`src/rtl/wishbone_sdram_slave.sv`:
```
// rtl/wishbone_sdram_slave.sv - Wishbone word slave split into 16-bit SDRAM command beats
module wishbone_sdram_slave #(
    parameter int MEM_WORD_BITS = 24
) (
    input  logic                     clk_sys,
    input  logic                     reset_n,
    input  logic [29:0]              addr,
    input  logic [31:0]              data_write,
    input  logic [3:0]               sel,
    input  logic                     cyc,
    input  logic                     stb,
    input  logic                     we,
    input  logic [2:0]               cti,
    input  logic [1:0]               bte,
    output logic [31:0]              data_read,
    output logic                     ack,
    output logic                     err,
    output logic                     mem_req,
    input  logic                     mem_ready,
    output logic                     mem_we,
    output logic [MEM_WORD_BITS:0]   mem_addr,
    output logic [15:0]              mem_wdata,
    output logic [1:0]               mem_be,
    input  logic                     mem_rvalid,
    input  logic [15:0]              mem_rdata
);

    typedef enum logic [2:0] {
        IDLE,
        CMD_LO,
        CMD_HI,
        WAIT_RD,
        RESP
    } state_t;

    state_t                   state, state_next;
    logic [MEM_WORD_BITS-1:0] addr_q;
    logic                     we_q;
    logic [3:0]               sel_q;
    logic [31:0]              wdata_q;
    logic                     err_q;
    logic [1:0]               beat_cnt;
    logic [31:0]              rdata_q;

    logic request, out_of_range, accepted, rd_beat, rd_done, is_hi;
    logic unused_ok;

    // Burst hints are irrelevant: every access is a classic single-word cycle.
    assign unused_ok    = ^{cti, bte};

    assign request      = cyc && stb;
    assign out_of_range = (addr >> MEM_WORD_BITS) != '0;
    assign accepted     = mem_req && mem_ready;
    assign rd_beat      = mem_rvalid &&
                          (state == CMD_LO || state == CMD_HI || state == WAIT_RD);
    // Lookahead lets a second beat landing this cycle move straight to RESP.
    assign rd_done      = (beat_cnt == 2'd2) || (beat_cnt == 2'd1 && rd_beat);
    assign is_hi        = (state == CMD_HI);

    always_ff @(posedge clk_sys or negedge reset_n) begin
        if (!reset_n) begin
            state <= IDLE;
        end else begin
            state <= state_next;
        end
    end

    always_comb begin
        state_next = state;
        case (state)
            IDLE: begin
                if (request) begin
                    if (out_of_range)
                        state_next = RESP;
                    else if (we && sel == 4'b0000)
                        state_next = RESP;
                    else if (we && sel[1:0] == 2'b00)
                        state_next = CMD_HI;
                    else
                        state_next = CMD_LO;
                end
            end
            CMD_LO: begin
                if (accepted)
                    state_next = (we_q && sel_q[3:2] == 2'b00) ? RESP : CMD_HI;
            end
            CMD_HI: begin
                if (accepted)
                    state_next = we_q ? RESP : WAIT_RD;
            end
            WAIT_RD: begin
                if (rd_done)
                    state_next = RESP;
            end
            RESP:    state_next = IDLE;
            default: state_next = IDLE;
        endcase
    end

    always_ff @(posedge clk_sys or negedge reset_n) begin
        if (!reset_n) begin
            addr_q   <= '0;
            we_q     <= 1'b0;
            sel_q    <= 4'b0000;
            wdata_q  <= 32'h0;
            err_q    <= 1'b0;
            beat_cnt <= 2'd0;
            rdata_q  <= 32'h0;
        end else if (state == IDLE && request) begin
            addr_q   <= addr[MEM_WORD_BITS-1:0];
            we_q     <= we;
            sel_q    <= sel;
            wdata_q  <= data_write;
            err_q    <= out_of_range;
            beat_cnt <= 2'd0;
            if (out_of_range)
                rdata_q <= 32'h0;
        end else if (rd_beat) begin
            beat_cnt <= beat_cnt + 2'd1;
            if (beat_cnt == 2'd0)
                rdata_q[15:0] <= mem_rdata;
            else if (beat_cnt == 2'd1)
                rdata_q[31:16] <= mem_rdata;
        end
    end

    // Memory command outputs depend only on state and latched request fields.
    assign mem_req   = (state == CMD_LO) || (state == CMD_HI);
    assign mem_we    = mem_req && we_q;
    assign mem_addr  = mem_req ? {addr_q, is_hi} : '0;
    assign mem_wdata = mem_req ? (is_hi ? wdata_q[31:16] : wdata_q[15:0]) : 16'h0;
    assign mem_be    = !mem_req ? 2'b00 :
                       !we_q    ? 2'b11 :
                       is_hi    ? sel_q[3:2] : sel_q[1:0];

    assign ack       = (state == RESP) && cyc && !err_q;
    assign err       = (state == RESP) && cyc && err_q;
    assign data_read = rdata_q;

endmodule

```
`config.mk`:
```
export PLATFORM = sky130hd
export DESIGN_NAME = wishbone_sdram_slave
export DESIGN_NICKNAME = d
export VERILOG_FILES = /design/src/rtl/wishbone_sdram_slave.sv
export SDC_FILE = /design/constraint.sdc
export NUM_CORES = 1
export LEC_CHECK = 0
export ABC_AREA = 1
export CAP_MARGIN = 20
export CELL_PAD_IN_SITES_DETAIL_PLACEMENT = 0
export CELL_PAD_IN_SITES_GLOBAL_PLACEMENT = 2
export CORE_MARGIN = 5
export CORE_UTILIZATION = 34
export DETAILED_ROUTE_END_ITERATION = 6
export DONT_BUFFER_PORTS = 1
export GPL_TIMING_DRIVEN = 0
export HOLD_SLACK_MARGIN = 0.15
export PLACE_DENSITY = 0.81
export SYNTH_ARGS = -nofsm -noshare
export SYNTH_HDL_FRONTEND = slang
export SYNTH_SLANG_ARGS = --single-unit
```
`constraint.sdc`:
```
create_clock -name clk_sys -period 1.72 [get_ports clk_sys]
set_input_delay 0.344 -clock clk_sys [delete_from_list [all_inputs] [get_ports clk_sys]]
set_output_delay 0.344 -clock clk_sys [all_outputs]
set_load 0.05 [all_outputs]
```
==> results.sh, run 1 <==
export IMPL_regArea_um2=2481
export IMPL_grt_pass1_wl_um=22780
export IMPL_max_slew_margin_pct=61.96
export IMPL_fin_skew_ns=0.008699
export IMPL_hold_ws_ns=-0.3120
export IMPL_num_rows=42
export IMPL_clk_transition_reported_paths_ns=0.07
export IMPL_fmax_ghz=0.4739
export IMPL_ys_ff_latch=99
export IMPL_hp_class="in2async"
export IMPL_pwr_share_seq_pct=44.4
export IMPL_vdd_drop_max_uv=699.2
export IMPL_syn_area_um2=4642
export IMPL_outcome="finished, violations left"
export IMPL_rsz0062_at_grt="true"
export IMPL_root_buffer="clkbuf_16"
export IMPL_crit_path_start_kind="flip-flop"
export IMPL_arrival_ns=1.77
export IMPL_area_growth_pct=59.84
export IMPL_slew_viol_final=0
export IMPL_synthDistinctLibCells=23
export IMPL_layout_drive_gt1_share_pct=30.93
export IMPL_grt_overflow=0
export IMPL_p_leak_nw=3.389
export IMPL_clock_path_buffers=2
export IMPL_period_share_pct=122.7
export IMPL_final_cell_mix="nand2_1, dfrtp_1, dlygate4sd3_1"
export IMPL_setup_viol=119
export IMPL_yosysWarnings=0
export IMPL_crit_buf_inv=1
export IMPL_period_needed_ns=2.110
export IMPL_gp_congestion=0.7825
export IMPL_routed_wl_um=15950
export IMPL_r2r_start="state[0]"
export IMPL_wire_per_inst_um=18.04
export IMPL_cp_max_fo=6
export IMPL_power_density_nw_per_um2=1511
export IMPL_die_w_um=126.8
export IMPL_violations="hold timing, setup timing"
export IMPL_grt_util_all_layers_pct=17.83
export IMPL_cts_inserted_buffers=9
export IMPL_nFillCells=1182
export IMPL_seq_area_frac_synth_pct=53.37
export IMPL_drv_cap=0
export IMPL_final_common_cell="nand2_1"
export IMPL_drt_vias_per_instance=4.811
export IMPL_antenna_found_initial=0
export IMPL_fin_tns_setup_ns=-18.54
export IMPL_worstPathRequired_ns=1.38
export IMPL_num_io_pins=173
export IMPL_initial_core_util_pct=34.91
export IMPL_grt_pass1_vias=4319
export IMPL_coreArea_um2=13300
export IMPL_cts_sinks=99
export IMPL_avgSynthCellArea_um2=7.935
export IMPL_portBuffers=0
export IMPL_critPathSlowestCell="dfrtp_2"
export IMPL_cp_top_family="flip-flops"
export IMPL_synth_fp_nets=682
export IMPL_critPathCaptureType="output pin"
export IMPL_syn_inst=585
export IMPL_drc_errors=0
export IMPL_tritoncts="yes"
export IMPL_dieHeight_um=126.8
export IMPL_holdBufCountCts=66
export IMPL_detail_route_first_pass_iterations=5
export IMPL_power_frac_comb_pct=38.2
export IMPL_final_net_count=800
export IMPL_internal_power_mw=6.025
export IMPL_grt_max_degree=100
export IMPL_crit_start="state[2]"
export IMPL_final_core_util_pct=55.81
export IMPL_dieArea_um2=16090
export IMPL_p_sw_share_pct=46.25
export IMPL_clock_latency_ns=0.34
export IMPL_tightest_slew_ns=0.5706
export IMPL_cp_slowest_stage_delay_ns=0.46
export IMPL_ant_nets=0
export IMPL_p_sw_mw=5.184
export IMPL_cp_cell_sequence="nor2_4 -> nand2_4 -> nand2_8 -> buf_12 -> o21ai_2 -> a21oi_4"
export IMPL_setup_ws_ns=-0.3901
export IMPL_hold_viol=99
export IMPL_multi_input_area_um2=2554
export IMPL_p_clk_share_pct=17.3
export IMPL_dpl_hpwl_um=9655
export IMPL_clock_tree_htree_level_count=3
export IMPL_drt_iter0_drc=173
export IMPL_path_class="reg2out"
export IMPL_diodes=0
export IMPL_via_count=4253
==> synth_stat cells <==
| cell | count | area share [%] |
|---|---|---|
| a211oi_1 | 1 | 0.16 |
| a21oi_1 | 18 | 1.9 |
| buf_2 | 14 | 1.5 |
| buf_4 | 3 | 0.49 |
| buf_6 | 2 | 0.49 |
| clkbuf_1 | 10 | 0.81 |
| clkinv_1 | 1 | 0.081 |
| dfrtp_1 | 99 | 53 |
| ha_1 | 3 | 0.81 |
| inv_1 | 67 | 5.4 |
| inv_2 | 2 | 0.16 |
| nand2_1 | 204 | 16 |
| nand2_2 | 3 | 0.40 |
| nand2_4 | 4 | 0.97 |
| nand3_1 | 23 | 2.5 |
| nand3b_1 | 8 | 1.3 |
| nand4_1 | 9 | 1.2 |
| nand4_4 | 1 | 0.46 |
| nor2_1 | 44 | 3.6 |
| nor2_4 | 1 | 0.24 |
| nor2_8 | 1 | 0.43 |
| nor3_1 | 1 | 0.11 |
| o21ai_0 | 66 | 7.1 |
==> final timing paths <==
kind / to / slack [ns] / cells past startpoint
max: mem_wdata[13] / -0.39 / 6
min: beat_cnt[0] / -0.31 / 0
max reg2reg: addr_q[9] / -0.12 / 11
min reg2reg: wdata_q[31] / 0.47 / 2
max in group asynchronous: sel_q[2] / 1.89 / 0
min in group clk_sys: data_read[1] / 0.17 / 2
==> cell families (layout without fill, tap and decap cells) <==
family | Yosys count | after routing | share of synthesized area [%]
buffers and inverters | 99 | 219 | 8.949
adder cells (fa/ha/maj) | 3 | 3 | 0.8087
flip-flops | 99 | 99 | 53.37
AO/OA/AOI/OAI | 85 | 85 | 9.219
AND/OR/NAND/NOR | 299 | 302 | 27.65
==> cell type report <==
cell class              count  share of cell area (%)
plain buffers              22                   4.503
clock buffers              11                   3.272
clock inverters             5                  0.4722
inverters                  70                   3.710
multi-input cells         390                   34.42
flip-flops and latches     99                   33.44
well taps                 176                   2.968
repair buffers            110                   17.15
repair inverters            1                 0.06745
==> sequential cells by signal (all words and copies together) (netlist names) <==
register   cells
addr_q        24
beat_cnt       2
data_read     32
err_q          1
sel_q          4
state          3
wdata_q       32
we_q           1
==> timing repair <==
item / in CTS / in global routing
gates resized for setup: 136 / 177
endpoints found under the setup margin: 88 / 138
pin swaps: 16 / 37
endpoints found under the hold margin: 165 / 99
cloned: 1 / 17
buffers inserted: 14 / 17
==> power groups by stage <==
stage | logic [mW] | registers (mW) | clock network [mW]
after floorplan | 2.07 | 4.76 | 0
after global placement | 2.48 | 4.88 | 0
after detailed placement | 2.54 | 4.91 | 0
after CTS | 3.26 | 4.90 | 2.01
after global routing | 4.67 | 5.11 | 2.09
final | 4.28 | 4.98 | 1.94
==> stage by stage <==
stage	std cells	hold slack, ns	area [µm²]	power (mW)	setup WS (ns)
3_5_place_dp	761	0.05202	4997	7.451	-0.7080
6_report	884	-0.3120	7420	11.21	-0.3901
3_3_place_gp	761	0.05171	4997	7.359	-0.6471
4_1_cts	855	-0.3295	6509	10.17	-0.4294
2_1_floorplan	585	0.04841	4777	6.822	-0.2289
5_1_grt	884	-0.3333	7420	11.87	-0.4489
==> worst reg2reg max path: stages (launching register included) <==
cell and delay [ns]:
dfrtp_2 0.44, buf_4 0.14, buf_6 0.12, nor2_4 0.11, buf_6 0.13, nand2_8 0.06
nor2_8 0.19, buf_6 0.14, clkbuf_16 0.13, clkbuf_16 0.13, nand2_1 0.05, o21ai_1 0.10
==> per-layer routing <==
| layer | GRT usage (%) | vias up | share of wire [%] |
|---|---|---|---|
| li1 | - | 2070 | - |
| met1 | 21.32 | 2043 | 40 |
| met2 | 30.73 | 129 | 51 |
| met3 | 5.927 | 11 | 7.9 |
| met4 | 4.921 | 0 | 0.95 |
| met5 | 0 | - | 0 |
Power figures use the tool's default switching activity.
==> run 2, diff against run 1 <==
--- a/config.mk
+++ b/config.mk
@@ -5,12 +5,11 @@
 export SDC_FILE = /design/constraint.sdc
 export NUM_CORES = 1
 export LEC_CHECK = 0
-export ABC_AREA = 1
 export CAP_MARGIN = 20
 export CELL_PAD_IN_SITES_DETAIL_PLACEMENT = 0
 export CELL_PAD_IN_SITES_GLOBAL_PLACEMENT = 2
 export CORE_MARGIN = 5
-export CORE_UTILIZATION = 34
+export CORE_UTILIZATION = 39
 export DETAILED_ROUTE_END_ITERATION = 6
 export DONT_BUFFER_PORTS = 1
 export GPL_TIMING_DRIVEN = 0
==> run 2 against run 1 <==
Design area is 1.6% lower. Largest cell class unchanged. Register-to-register slack worse by 0.26 ns. Cell count is 28% lower. Total power is 55% higher. The run still ends with hold timing, setup timing left. Highest routed layer unchanged. Utilization is 8.2 points higher. Count of clock-buffer cells in the layout is 1 lower. First-iteration DRC count is 11% lower.
==> results.sh, run 2 <==
export IMPL_num_io_pins=173
export IMPL_r2r_start="state[0]"
export IMPL_pwr_share_seq_pct=33.1
export IMPL_yosysWarnings=0
export IMPL_crit_path_start_kind="flip-flop"
export IMPL_total_power_mw=17.40
export IMPL_dieArea_um2=13870
export IMPL_layout_drive_gt1_share_pct=49.49
export IMPL_grt_pass1_wl_um=19730
export IMPL_grt_max_degree=100
export IMPL_synth_top_family_by_area="multiplexers"
export IMPL_path_class="reg2out"
export IMPL_r2r_cells=8
export IMPL_cts_sinks=99
export IMPL_slew_viol_final=0
export IMPL_ys_ff_latch=99
export IMPL_syn_area_um2=4531
export IMPL_clk_transition_reported_paths_ns=0.07
export IMPL_arrival_ns=1.84
export IMPL_syn_inst=365
export IMPL_synth_fp_nets=462
export IMPL_power_frac_comb_pct=53.3
export IMPL_area_growth_pct=61.20
export IMPL_reg2reg_slack_ns=-0.38
export IMPL_synth_area_top_cells="dfrtp_1, mux2_2, nand2_1"
export IMPL_worstPathRequired_ns=1.38
export IMPL_holdBufCountCts=60
export IMPL_wire_per_inst_um=21.44
export IMPL_grt_util_all_layers_pct=17.94
export IMPL_grt_pass1_vias=3485
export IMPL_num_rows=39
export IMPL_gp_congestion=0.7402
export IMPL_antenna_found_initial=0
export IMPL_period_share_pct=127.0
export IMPL_dpl_hpwl_um=7750
export IMPL_power_density_nw_per_um2=2382
export IMPL_synth_simple_area_share_pct=11.99
export IMPL_routed_wl_um=13590
export IMPL_synth_compound_gate_area_share_pct=5.109
export IMPL_fin_skew_ns=0.006271
export IMPL_ys_top_cells_by_count="dfrtp_1, mux2_2, nand2_1, and2_1"
export IMPL_ant_nets=0
export IMPL_drt_iter0_drc=154
export IMPL_yosysTopAreaCell="dfrtp_1"
export IMPL_initial_core_util_pct=39.68
export IMPL_final_net_count=583
export IMPL_tightest_slew_ns=0.5469
export IMPL_vdd_drop_max_uv=1375
export IMPL_crit_start="state[0]"
export IMPL_clock_path_buffers=2
export IMPL_drc_errors=0
export IMPL_seq_area_frac_synth_pct=54.68
export IMPL_setup_ws_ns=-0.4637
export IMPL_dieHeight_um=117.8
export IMPL_drv_cap=0
export IMPL_clock_tree_htree_level_count=3
export IMPL_p_sw_share_pct=45.67
export IMPL_die_w_um=117.8
export IMPL_hold_viol=99
export IMPL_grt_overflow=0
export IMPL_root_buffer="clkbuf_16"
export IMPL_internal_power_mw=9.452
export IMPL_hold_ws_ns=-0.3163
export IMPL_p_sw_mw=7.947
export IMPL_clock_latency_ns=0.35
export IMPL_cp_max_fo=7
export IMPL_hp_class="in2async"
export IMPL_synth_adder_area_share_pct=0.8285
export IMPL_fin_tns_setup_ns=-45.57
export IMPL_portBuffers=0
export IMPL_synth_edf_count=0
export IMPL_yosysMostFrequentCell="dfrtp_1"
export IMPL_rsz0062_at_grt="true"
export IMPL_avgSynthCellArea_um2=12.41
export IMPL_cts_inserted_buffers=9
export IMPL_nFillCells=853
export IMPL_synth_top_area_share_pct=54.68
export IMPL_max_slew_margin_pct=63.46
export IMPL_period_needed_ns=2.184
export IMPL_synthFlopType="dfrtp_1"
export IMPL_p_leak_nw=3.219
export IMPL_async_reset_ff_share_pct=100.0
export IMPL_fmax_ghz=0.4579
export IMPL_via_count=3302
export IMPL_outcome="finished, violations left"
export IMPL_crit_end="mem_addr[18]"
export IMPL_p_clk_share_pct=13.6
export IMPL_critPathCaptureType="output pin"
export IMPL_rr_endpoint="data_read[5]"
export IMPL_setup_viol=142
export IMPL_coreArea_um2=11420
export IMPL_violations="hold timing, setup timing"
export IMPL_detail_route_first_pass_iterations=4
export IMPL_tritoncts="yes"
export IMPL_final_common_cell="dfrtp_1"
export IMPL_diodes=0
export IMPL_drt_vias_per_instance=5.208
export IMPL_synth_mux_area_fraction_pct=24.16
export IMPL_synthDistinctLibCells=39
export IMPL_final_cell_mix="dfrtp_1, mux2_4, dlygate4sd3_1"
export IMPL_detailedPlace_worstSlack_ns=-0.2618
export IMPL_yosys_area_share_xor_xnor_pct=0.1933
==> run 2: cell types whose count changed in the layout (fill, tap and decap cells not counted), sizes merged, moves of 8 or more <==
cell	change
and2	+25
inv	-62
mux2	+93
nand2	-172
nand3	-22
nand3b	-8
nand4	-10
nor2	-37
nor2b	+17
o21ai	-61
==> run 2: stage by stage <==
stage	instance area, µm²	utilization [%]	hold WS, ns	cells
6_report	7303	63.96	-0.3163	634
5_1_grt	7303	63.96	-0.3338	634
4_1_cts	6782	59.39	-0.3301	616
3_5_place_dp	5139	45.00	0.05131	508
3_3_place_gp	5139	45.00	0.05113	508
2_1_floorplan	4960	-	0.04841	365
==> run 2: metal layers <==
layer  routed length, µm  part of all wire (%)  track usage (%)  vias to the layer above
met4                 196                   1.4            6.308                        0
met2                6836                    50            29.99                       96
met1                5852                    43            22.47                     1692
li1                    -                     -                -                     1501
met5                   0                     0                0                        -
met3                 708                   5.2            4.661                       13
==> run 2: worst min-delay path by stage <==
| stage | endpoint | slack (ns) |
|---|---|---|
| after floorplan | addr_q[0] | 0.05 |
| after global placement | wdata_q[18] | 0.05 |
| after detailed placement | wdata_q[18] | 0.05 |
| after CTS | wdata_q[18] | -0.33 |
| after global routing | wdata_q[15] | -0.33 |
| final | wdata_q[18] | -0.32 |
==> run 2: layout make-up <==
| type | instances | area, µm² | area share (%) |
|---|---|---|---|
| Buffer | 16 | 289.0 | 3.958 |
| Inverter | 8 | 55.05 | 0.7538 |
| Tap cell | 143 | 178.9 | 2.450 |
| Clock buffer | 10 | 239.0 | 3.272 |
| Clock inverter | 6 | 112.6 | 1.542 |
| Timing Repair inverter | 1 | 8.758 | 0.1199 |
| Multi-Input combinational cell | 238 | 2584 | 35.38 |
| Timing Repair Buffer | 113 | 1355 | 18.55 |
| Sequential cell | 99 | 2481 | 33.97 |
==> run 2: critical path, cell delays in order, from the launching register on <==
cell       delay, ns
dfrtp_2         0.47
nand2b_4        0.16
a21o_1          0.17
clkbuf_16       0.17
inv_12          0.08
clkbuf_16       0.17
and2_4          0.25
==> run 2: logic make-up after synthesis <==
group,after synthesis
xor+xnor,1
fa+ha+maj,3
compound gates,35
buf+inv,28
mux,94
simple gates,105
flops,99
==> run 2: power by group through the flow <==
stage / combinational [mW] / sequential [mW] / clock, mW
floorplan: 6.16 / 5.43 / 0
global placement: 6.73 / 5.66 / 0
detailed placement: 6.82 / 5.72 / 0
CTS: 8.19 / 5.68 / 2.41
global route: 9.73 / 5.90 / 2.50
finish: 9.28 / 5.76 / 2.37
==> run 2: repair_timing <==
item,4_1_cts,5_1_grt
endpoints found under the hold margin,159,99
pin swaps,16,14
resized for setup,64,105
buffers inserted,23,18
setup endpoints to repair,141,144
cloned,9,6
